<file path="config.mk">
export PLATFORM = sky130hd
export DESIGN_NAME = fifo_wr_ctrl
export DESIGN_NICKNAME = d
export VERILOG_FILES = /design/src/rtl/fifo_wr_ctrl.sv
export SDC_FILE = /design/constraint.sdc
export NUM_CORES = 1
export LEC_CHECK = 0
export ABC_AREA = 1
export CAP_MARGIN = 0
export CORE_MARGIN = 5
export CORE_UTILIZATION = 25
export CTS_CLUSTER_SIZE = 24
export DETAILED_ROUTE_END_ITERATION = 6
export GPL_TIMING_DRIVEN = 0
export PLACE_DENSITY_LB_ADDON = 0.2
export SKIP_CTS_REPAIR_TIMING = 1
export SLEW_MARGIN = 10
export SYNTH_ARGS = -nofsm -noshare
export SYNTH_HDL_FRONTEND = slang
export SYNTH_SLANG_ARGS = --single-unit
</file>
<file path="constraint.sdc">
create_clock -name clk1 -period 4.68 [get_ports clk1]
set_input_delay 0.936 -clock clk1 [delete_from_list [all_inputs] [get_ports clk1]]
set_output_delay 0.936 -clock clk1 [all_outputs]
set_load 0.01 [all_outputs]
</file>
<file path="src/rtl/fifo_wr_ctrl.sv">
// Purpose: write-side pointer controller for a dual-clock FIFO (clk1 domain), with full/almost-full/level/overflow.
// Latency: mem_we/waddr combinational; pointer and flags update 1 edge after accept, read-pointer moves seen SYNC_STAGES edges later.
// Backpressure: wr_req is refused while full (no pointer move, no mem_we); a refused request sets the sticky overflow flag.
module fifo_wr_ctrl #(
    parameter int ADDR_W      = 3,
    parameter int SYNC_STAGES = 2,
    parameter int AF_THRESH   = 6
) (
    input  logic              clk1,
    input  logic              rst1,
    input  logic              wr_req,
    input  logic              clr_ovf,
    input  logic [ADDR_W:0]   rptr_gray,
    output logic [ADDR_W:0]   wptr_gray,
    output logic [ADDR_W-1:0] waddr,
    output logic              mem_we,
    output logic              full,
    output logic              almost_full,
    output logic [ADDR_W:0]   wr_level,
    output logic              overflow
);

    // Full when the write pointer is one lap ahead: top two Gray bits inverted, rest equal.
    localparam logic [ADDR_W:0] FULL_MASK = {2'b11, {(ADDR_W-1){1'b0}}};
    localparam logic [ADDR_W:0] AF_LVL    = (ADDR_W+1)'(AF_THRESH);
    localparam logic [ADDR_W:0] PTR_ONE   = (ADDR_W+1)'(1);

    logic [ADDR_W:0] wbin;
    logic [ADDR_W:0] wgray;
    logic [ADDR_W:0] wbin_nxt;
    logic [ADDR_W:0] sync_q [SYNC_STAGES];
    logic [ADDR_W:0] rsync;
    logic [ADDR_W:0] rbin;
    logic            ovf;
    logic            accept;

    assign rsync    = sync_q[SYNC_STAGES-1];
    assign wbin_nxt = wbin + PTR_ONE;

    // Gray-to-binary of the synchronised read pointer: bit i is the XOR of all Gray bits at and above i.
    always_comb begin
        rbin = '0;
        for (int i = 0; i <= ADDR_W; i++) begin
            rbin[i] = ^(rsync >> i);
        end
    end

    // Status flags derive only from registers, so they never glitch on wr_req.
    always_comb begin
        wr_level    = wbin - rbin;
        full        = (wgray == (rsync ^ FULL_MASK));
        almost_full = (wr_level >= AF_LVL);
    end

    // Accept gating includes rst1 so no write strobe leaks out while reset is held.
    always_comb begin
        accept = wr_req & ~full & ~rst1;
        mem_we = accept;
        waddr  = wbin[ADDR_W-1:0];
    end

    assign wptr_gray = wgray;
    assign overflow  = ovf;

    // Write pointer: binary and registered Gray copies advance together on an accepted write.
    always_ff @(posedge clk1 or posedge rst1) begin
        if (rst1) begin
            wbin  <= '0;
            wgray <= '0;
        end else if (accept) begin
            wbin  <= wbin_nxt;
            wgray <= wbin_nxt ^ (wbin_nxt >> 1);
        end
    end

    // Read-pointer synchroniser chain; Gray coding keeps each sampled value within one step of the truth.
    always_ff @(posedge clk1 or posedge rst1) begin
        if (rst1) begin
            for (int i = 0; i < SYNC_STAGES; i++) begin
                sync_q[i] <= '0;
            end
        end else begin
            sync_q[0] <= rptr_gray;
            for (int i = 1; i < SYNC_STAGES; i++) begin
                sync_q[i] <= sync_q[i-1];
            end
        end
    end

    // Sticky overflow: a new refused write outranks a simultaneous clear.
    always_ff @(posedge clk1 or posedge rst1) begin
        if (rst1) begin
            ovf <= 1'b0;
        end else begin
            ovf <= (wr_req & full) | (ovf & ~clr_ovf);
        end
    end

endmodule

</file>
==> results.toml <==
[clock_tree]
htree_levels = 1
insertion_delay_ns = 0.28
path_clk_slew_ns = 0.09
cts_root_buf = "clkbuf_4"
clock_sinks = 16
clockBufferDepth = 2
cts_tree = "done"
cts_buffers = 3

[power]
power_mw = 0.685
p_leak_nw = 0.639
ir_drop_mv = 0.212
p_per_area_nw_per_um2 = 559

[timing]
setup_viol = 0
max_slew_margin = 0.594
slew_viol_final = 0
rsz0062_at_grt = "no"
skew_ns = 0.00166
fmax_mhz = 282
fin_crit_sh = 0.758
finalHoldViolCount = 0
whs_ns = 0.357
fin_crit_ns = 3.55
setup_tns_ns = 0
max_slew.worst_pin.slew_ns = 0.608

[critical_path]
r2r_start = "wbin[1]"
crit_path_top_delay_cell = "clkdlybuf4s50_1"
worst-r2r-setup-slack_ns = 3.32
crit_type = "reg -> out"
reg2regPathDepth = 6
cp-end-kind = "output port"
critical_path.startpoint = "rsync[3]"
cpPeakStageDelay_ns = 0.53
arrival_ns = 2.61
reg2reg_to = "wptr_gray[1]"
crit_chain = "xnor2_2, xnor2_1, inv_1, ha_1, inv_1, fa_1, xor2_1, nand2_1, nand3_1, clkdlybuf4s50_1"
critical_path_required_ns = 3.74
crit_path_end = "almost_full"
crit_top_cell = "inv_1"
critPathLaunchType = "flop"
crit_fanout = 4

[final_layout]
final_cell_mix = "nand2_1 (48), clkdlybuf4s50_1 (22), inv_1 (16), dfrtp_1 (16), nand3_1 (9)"
nFillCells = 397
mostFrequentLayoutCell = "nand2_1"
area_delta_synth_final_pct = 34.8
diodes = 0
instances_no_fill = 189
drive_above_1_share = 0.0922
fin_util = 0.342
fin_nets = 155

[die]
initial_core_util = 0.254
die_h_um = 70.3
core-area_um2 = 3580
die_area_um2 = 4940
row_count = 22
die_w_um = 70.3
io_pins = 23

[logic_synthesis]
synth_seq_cells = 16
syn_nets = 128
avgSynthCellArea_um2 = 7.90
synth.yosys.seq_area_share = 0.441
yosys_warnings = 0
synthDistinctLibCells = 16
synth_area_um2 = 908
synth_cells = 115

[job]
cap_violations = 0

[global_route]
overflow = 0
gr-usage-met3 = 0.0230
met2_usage = 0.148
grt_pass1_wl_mm = 3.49
grt_pass1_vias = 810
use_met1 = 0.103
busiest_layer = "met2"
grt_max_degree = 17
grt.total_usage = 0.0865
grt_antenna_before_repair = 0

[min_path]
hold_class = "reg -> reg"

[routing]
drtIter0Drc = 25
antenna_left = 0
via_per_inst = 4.06
drt_wl_total_mm = 1.88
firstDrtPassIters = 4
post_drt_wl_per_cell_um = 9.95
via_count = 767
drc = 0

[placed_design]
gp_congestion = 0.793
dp.cells = 185
hpwl_mm = 1.50
numPortBuffers = 22

[status]
status = "finished clean"
## area by class of cell
class / instances / area, um2 / share of cell area
Multi-Input combinational cell: 79 / 433 / 0.353
Sequential cell: 16 / 400 / 0.327
Timing Repair Buffer: 22 / 220 / 0.180
Inverter: 20 / 75.1 / 0.0613
Tap cell: 48 / 60.1 / 0.0490
Clock buffer: 4 / 36.3 / 0.0296
## state kept, by name, summed over array words and instances, names as in the netlist
| signal | cells |
|---|---|
| wptr_gray | 3 |
| wbin | 4 |
| rsync | 4 |
| overflow | 1 |
| sync_q | 4 |
## stage by stage
stage               worst slack (ns)  cell area, um2
floorplan                       1.95             908
global placement                1.17            1190
detailed placement              1.15            1190
CTS                             1.09            1220
global route                   0.922            1220
finish                          1.13            1220
## cells in the mapped netlist (all sizes together)
cell type  number  area, um2
a21oi           1       5.00
dfrtp          16        400
fa              1       20.0
ha              4       50.1
inv            20       75.1
nand2          50        203
nand3           9       45.0
nand4           1       6.26
nor2            4       20.0
o22ai           1       6.26
xnor2           5       51.3
xor2            3       26.3
## worst max-delay path, delay by kind of cell (launching register included)
| kind | cells | cell delay (ns) |
|---|---|---|
| xor gates and xnor gates | 3 | 0.57 |
| adders and majority gates | 2 | 0.51 |
| buffers and inverters | 3 | 0.64 |
| DFF | 1 | 0.46 |
| and+or+nand+nor | 2 | 0.15 |
## logic make-up (layout without fill, tap and decap cells)
| kind of cell | count (synthesis) | after routing | synth area share |
|---|---|---|---|
| adder cells (fa/ha/maj) | 5 | 5 | 0.0771 |
| flip-flops | 16 | 16 | 0.441 |
| buffers and inverters | 20 | 46 | 0.0826 |
| AO/OA/AOI/OAI | 2 | 2 | 0.0124 |
| AND/OR/NAND/NOR | 64 | 64 | 0.302 |
| XOR/XNOR | 8 | 8 | 0.0854 |
## metal layers
metal	share of wire	vias to the layer above
met3	0.059	2
met2	0.49	20
met1	0.45	350
met4	0.0053	0
li1	-	395
met5	0	-
## worst min path at each step
stage                   start        to  cells past startpoint
floorplan           sync_q[4]  rsync[0]                      0
global placement    sync_q[4]  rsync[0]                      0
detailed placement  sync_q[6]  rsync[2]                      0
CTS                 sync_q[6]  rsync[2]                      0
global route        sync_q[7]  rsync[3]                      0
finish              sync_q[4]  rsync[0]                      0
## power by group
group | internal [mW] | total (mW) | switching, mW
Clock | 0.0473 | 0.0906 | 0.0433
Sequential | 0.168 | 0.212 | 0.0444
Combinational | 0.199 | 0.382 | 0.183
No activity file was read; power rests on OpenSTA's default activity.
